### src/rtl/down_counter_timer_pkg.sv
// Shared definitions for the down_counter_timer block: default geometry
// and the controller state encoding.
package down_counter_timer_pkg;

    localparam int unsigned DCT_WIDTH     = 5;
    localparam int unsigned DCT_MAX_VALUE = 25;

    // Encoding 2'd3 is unreachable; the controller treats it as IDLE.
    typedef enum logic [1:0] {
        ST_IDLE = 2'd0,
        ST_RUN  = 2'd1,
        ST_DONE = 2'd2
    } dct_state_e;

endpackage

### src/rtl/down_counter_timer.sv
// Loadable down-counter/timer: counts from a programmed reload value down
// to zero. One-shot or auto-reload, with a registered terminal-count
// pulse and busy/done status decoded from the controller state.
module down_counter_timer
    import down_counter_timer_pkg::*;
#(
    parameter int unsigned      WIDTH     = DCT_WIDTH,
    parameter logic [WIDTH-1:0] MAX_VALUE = WIDTH'(DCT_MAX_VALUE)
) (
    input  logic             clk,
    input  logic             rst,
    input  logic             load,
    input  logic [WIDTH-1:0] load_val,
    input  logic             start,
    input  logic             stop,
    input  logic             en,
    input  logic             auto_reload,
    output logic [WIDTH-1:0] q,
    output logic             tc,
    output logic             busy,
    output logic             done
);

    dct_state_e       state;
    dct_state_e       state_next;
    dct_state_e       start_state;
    logic [WIDTH-1:0] reload_reg;
    logic [WIDTH-1:0] q_next;
    logic             tc_next;
    logic             reload_zero;

    function automatic logic [WIDTH-1:0] clamp(input logic [WIDTH-1:0] v);
        return (v > MAX_VALUE) ? MAX_VALUE : v;
    endfunction

    // Controller state register.
    always_ff @(posedge clk) begin : state_reg
        if (rst) begin
            state <= ST_IDLE;
        end else begin
            state <= state_next;
        end
    end

    // Next state, next count and terminal-count pulse; stop > start > en.
    always_comb begin : next_state_logic
        // A start from a zero reload value terminates on the same edge.
        reload_zero = (reload_reg == '0);
        start_state = (reload_zero && !auto_reload) ? ST_DONE : ST_RUN;
        state_next  = state;
        q_next      = q;
        tc_next     = 1'b0;
        if (stop) begin
            state_next = ST_IDLE;
        end else begin
            case (state)
                ST_IDLE, ST_DONE: begin
                    if (start) begin
                        q_next     = reload_reg;
                        tc_next    = reload_zero;
                        state_next = start_state;
                    end
                end
                ST_RUN: begin
                    if (start) begin
                        q_next     = reload_reg;
                        tc_next    = reload_zero;
                        state_next = start_state;
                    end else if (en) begin
                        if (q > WIDTH'(1)) begin
                            q_next = q - WIDTH'(1);
                        end else if (q == WIDTH'(1)) begin
                            q_next  = '0;
                            tc_next = 1'b1;
                            if (!auto_reload) begin
                                state_next = ST_DONE;
                            end
                        end else if (auto_reload) begin
                            q_next  = reload_reg;
                            tc_next = reload_zero;
                        end else begin
                            state_next = ST_DONE;
                        end
                    end
                end
                default: begin
                    state_next = ST_IDLE;
                end
            endcase
        end
    end

    // Count and terminal-count registers.
    always_ff @(posedge clk) begin : datapath_reg
        if (rst) begin
            q  <= '0;
            tc <= 1'b0;
        end else begin
            q  <= q_next;
            tc <= tc_next;
        end
    end

    // Reload register; a same-cycle start still sees the previous value.
    always_ff @(posedge clk) begin : reload_reg_p
        if (rst) begin
            reload_reg <= MAX_VALUE;
        end else if (load) begin
            reload_reg <= clamp(load_val);
        end
    end

    // Status outputs decoded directly from the state register.
    always_comb begin : output_logic
        busy = (state == ST_RUN);
        done = (state == ST_DONE);
    end

endmodule

### config.mk
export PLATFORM = sky130hd
export DESIGN_NAME = down_counter_timer
export DESIGN_NICKNAME = d
export VERILOG_FILES = /design/src/rtl/down_counter_timer_pkg.sv /design/src/rtl/down_counter_timer.sv
export SDC_FILE = /design/constraint.sdc
export NUM_CORES = 1
export LEC_CHECK = 0
export ABC_CLOCK_PERIOD_IN_PS = 3750
export CORE_MARGIN = 3
export CORE_UTILIZATION = 40
export DETAILED_ROUTE_END_ITERATION = 16
export PLACE_DENSITY_LB_ADDON = 0.3
export SLEW_MARGIN = 5
export SYNTH_ARGS = -nofsm -noshare
export SYNTH_HDL_FRONTEND = slang
export SYNTH_SLANG_ARGS = --single-unit
export TNS_END_PERCENT = 30
### constraint.sdc
create_clock -name clk -period 3.75 [get_ports clk]
set_input_delay 0.9375 -clock clk [delete_from_list [all_inputs] [get_ports clk]]
set_output_delay 0.9375 -clock clk [all_outputs]
set_load 0.1 [all_outputs]
=== Yosys cells after proc, flatten, opt, wreduce, memory -nomap -nowiden ===
Cells that the tools add are included.

* Bits in latches: 0
* Bits in writable memories: 0
* Logic and storage cells: 47
* Register bits: 13
* ROM bits: 0
* Output and inout port bits: 8
* Memories kept: 0
* Input bits: 12

* Shift operators: 0
* Add/subtract/negate cells: 1
* Order comparisons: 2
* Mux-type cells: 22
* Bitwise logic cells: 1
* Equality and inequality tests: 8
* Div/mod/pow operators: 0
* $mul: 0
* Reduce and logical (&&, ||, !) cells: 9

{| class="wikitable"
|+ Operators with widths
! cell !! count
|-
| $mux W5 || 7
|-
| $mux W2 || 6
|-
| $pmux W5 S2 || 1
|-
| $ne A3 B3 Y1 const B || 3
|-
| $mux W1 || 6
|-
| $eq A5 B1 Y1 const B || 1
|-
| $gt A5 B1 Y1 const B || 1
|-
| $gt A5 B5 Y1 const B || 1
|-
| $logic_not A5 Y1 || 1
|-
| $ne A5 B3 Y1 const B || 1
|-
| $reduce_and A5 Y1 || 1
|-
| $sub A5 B1 Y5 const B || 1
|-
| $pmux W2 S2 || 1
|-
| $reduce_and A4 Y1 || 1
|-
| $reduce_or A2 Y1 || 2
|-
| $eq A2 B1 Y1 const B || 1
|-
| $eq A2 B2 Y1 const B || 1
|-
| $logic_not A2 Y1 || 1
|-
| $ne A2 B2 Y1 const B || 1
|-
| $pmux W1 S2 || 1
|-
| $reduce_bool A2 Y1 || 1
|-
| $logic_and A1 B1 Y1 || 1
|-
| $logic_not A1 Y1 || 1
|-
| $not A1 Y1 || 1
|}

=== Longest topological paths before layout ===
* Depth in word-level cells: 7
* Mapped depth: 6
* Gate-level depth less buffers: 6

=== Worst setup path before layout ===
No wires, ideal clock.

* Path type: register to output
* Start point: reg state[0]
* End point: out busy
* Slack: 1055 ps
* Stages on the path, launching flop included: 2
* Arrival time: 1758 ps
* Data required time: 2812 ps
* Path buffers: 0
* Cells stage by stage: dfxtp_1 nor2b_1

* Cells in the longest elaborated chain, start to end: 1

{| class="wikitable"
|+ Ends and longest elaborated chain
! element !! line !! source
|-
| start, declared || down_counter_timer.sv:24 || <nowiki>dct_state_e state;</nowiki>
|-
| start signal, assigned || down_counter_timer.sv:41 || <nowiki>state <= state_next;</nowiki>
|-
| $eq A2 B1 Y1 || down_counter_timer.sv:115 || <nowiki>busy = (state == ST_RUN);</nowiki>
|-
| end, declared || down_counter_timer.sv:20 || <nowiki>output logic busy,</nowiki>
|}

No other way between the ends.

=== Final worst setup path ===
* Start point: reg q[0]
* End point: out q[0]

{| class="wikitable"
|+ RTL lines
! element !! line !! source
|-
| start, declared || down_counter_timer.sv:18 || <nowiki>output logic [WIDTH-1:0] q,</nowiki>
|-
| start signal, assigned || down_counter_timer.sv:99 || <nowiki>q <= q_next;</nowiki>
|}

No word-level cell between the ends.

==> impl_metrics.py <==
metrics = {
    "detailed_routing": {
        "viasPerCell": 5.75,
        "drt-total-wl_um": 1860,
        "ant_nets": 0,
        "drt_iter0_drc": 22,
        "post_drt_wl_per_cell_um": 13.1,
        "drc": 0,
        "via_count": 816,
        "drt-pass1-iter-count": 4,
    },
    "yosys": {
        "async_flop_share_pct": 0,
        "synth_cells": 98,
        "syn_nets": 112,
        "synth_warnings": 0,
        "synth_cell_type_count": 34,
        "yosysSeqAreaShare_pct": 33.1,
        "ys.flop_type": "dfxtp_1",
        "syn_area_per_cell_sq_um": 8.02,
        "synth_area_sq_um": 786,
        "synth_edf_count": 0,
        "ys_ff_latch": 13,
    },
    "cts": {
        "cts_tree": "yes",
        "clock-root-buffer": "clkbuf_4",
        "clkSinkCount": 13,
        "insertion_delay_ps": 290,
        "clk_pin_slew_worst_paths_ps": 80,
        "hold_buffers": 0,
        "cts_resized": 0,
        "post-cts-setup-buffers": 0,
        "h-tree-depth": 1,
        "clock_path_buffers": 2,
        "cts_buffers": 3,
    },
    "layout": {
        "diodes": 0,
        "filler_cell_count": 177,
        "nNetsFinal": 132,
        "register_area_sq_um": 260,
        "final_cell_mix": "clkdlybuf4s50_1, dfxtp_1, nand2_1, a21oi_1, nor2_1",
        "drive_above_1_share_pct": 9.40,
        "multi_input_area_sq_um": 492,
        "layout_commonest_cell": "clkdlybuf4s50_1",
        "synthToLayoutAreaGrowth_pct": 28.3,
    },
    "worst_setup_path": {
        "cp-start-kind": "flip-flop",
        "worstSetupPathType": "reg -> out",
        "crit_fanout": 6,
        "crit_chain": "clkdlybuf4s50_1",
        "crit_path_end_kind": "primary output",
        "crit_path_top_delay_cell": "clkdlybuf4s50_1",
        "path_delay_family": "buffers and inverters",
        "crit_arrival_ps": 1890,
        "cp.required_ps": 2810,
        "max_stage_delay_ps": 1170,
        "cp_num_buf_inv": 1,
    },
    "timing": {
        "slew_headroom_pct": 35.4,
        "max_freq_ghz": 0.354,
        "worst_slew_pin_slew_ps": 966,
        "period_minus_slack_ps": 2830,
        "finalCritPeriodShare_pct": 75.3,
        "setup_viol": 0,
        "rsz0062_at_grt": "no",
        "setup_tns_ps": 0,
        "finalMaxSlewViolations": 0,
        "skew_ps": 7.53,
        "hold_viol": 0,
    },
    "placed_design": {
        "port_buffers": 19,
        "place.gp.congestion": 0.941,
        "hpwlAfterDp_um": 1470,
    },
    "grt": {
        "grt_use_total_pct": 15.6,
        "grt_antenna_before_repair": 0,
        "grt_pass1_vias": 703,
        "grt_pass1_wl_um": 3060,
        "grt-ovfl-total": 0,
        "grt_max_degree": 10,
    },
    "floorplan": {
        "floorplan.initialDensity_pct": 44.1,
        "die_area_sq_um": 2530,
        "boundaryPins": 20,
        "die_x_um": 50.3,
        "die_h_um": 50.3,
        "row_count": 15,
        "core_area_sq_um": 1780,
    },
    "power": {
        "ir_worst_vdd_mv": 0.197,
        "p_per_area_nw_per_um2": 345,
        "leakagePower_uw": 0.000378,
        "p_total_uw": 348,
    },
    "hold_path": {
        "hold_class": "reg -> reg",
    },
    "run": {
        "maxCapViolations": 0,
    },
    "run_status": {
        "status": "complete, no violations",
    },
}
==> final timing paths <==
path                                                 start                         end  slack, ps  cells after the start
worst min-delay path            reload_reg[1]$_SDFFE_PP0P_  reload_reg[1]$_SDFFE_PP0P_        490                      2
worst max-delay path                     q[0]$_SDFFE_PP0P_                        q[0]        920                      1
worst min register to register  reload_reg[1]$_SDFFE_PP0P_  reload_reg[1]$_SDFFE_PP0P_        490                      2
worst max register to register           q[1]$_SDFFE_PP0P_           q[1]$_SDFFE_PP0P_       1680                      6
==> area by class of cell <==
class,count,share of cell area [%]
multi-input combinational,76,48.8
sequential,13,25.8
timing repair buffer,19,17.9
tap,25,3.10
clock buffer,4,2.61
inverter,5,1.86
==> logic make-up (layout without fill, tap and decap cells) <==
logic type               Yosys count  in the layout  share of synthesized area [%]
flip-flops                        13             13                           33.1
multiplexers                       2              2                           2.55
buffers and inverters              9             28                           4.30
AO/OA/AOI/OAI                     33             33                           28.0
adder cells (fa/ha/maj)            2              2                           3.18
AND/OR/NAND/NOR                   39             39                           28.8
==> synthesized netlist by cell type, types with 2 or more instances <==
cell type / n / area share (%)
nand2b_1: 2 / 1.6
mux2i_1: 2 / 2.5
nor3b_1: 3 / 2.9
nand3_1: 4 / 2.5
ha_1: 2 / 3.2
a21oi_1: 9 / 5.7
dfxtp_1: 13 / 33
or4_4: 2 / 2.9
o21bai_1: 2 / 1.9
o21ai_0: 4 / 2.5
inv_1: 5 / 2.4
a211oi_1: 4 / 3.8
clkbuf_1: 3 / 1.4
nor2b_1: 4 / 3.2
a32oi_1: 2 / 2.2
a22oi_1: 3 / 2.9
o31ai_1: 3 / 2.9
nand2_1: 9 / 4.3
nor2_1: 6 / 2.9
o311ai_0: 2 / 2.2
==> layer usage <==
metal  vias up  share of wire, %  track usage, %  wire, um
met5         -                 0               0         0
met4         0               1.4            8.07        27
met3         4               7.9            5.64       147
met2        37                47            24.6       879
met1       366                43            18.5       809
li1        409                 -               -         -
==> report_power, final <==
| group | leakage [uW] | total, uW | internal, uW | switching, uW |
|---|---|---|---|---|
| Clock | 0.0000150 | 88.6 | 41.4 | 47.3 |
| Sequential | 0.000107 | 155 | 146 | 9.46 |
| Combinational | 0.000256 | 105 | 37.0 | 67.8 |
| Total | 0.000378 | 348 | 224 | 125 |
==> metrics by stage <==
step / cell area [sq um] / setup WS (ps) / utilization [%] / instances / hold slack [ps]
3_3_place_gp: 982 / 999 / 55.1 / 138 / 478
4_1_cts: 1010 / 924 / 56.6 / 142 / 494
2_1_floorplan: 786 / 1050 / - / 98 / 453
3_5_place_dp: 982 / 948 / 55.1 / 138 / 481
6_report: 1010 / 925 / 56.6 / 142 / 489
5_1_grt: 1010 / 887 / 56.6 / 142 / 526
(Power assumes the default switching activity.)
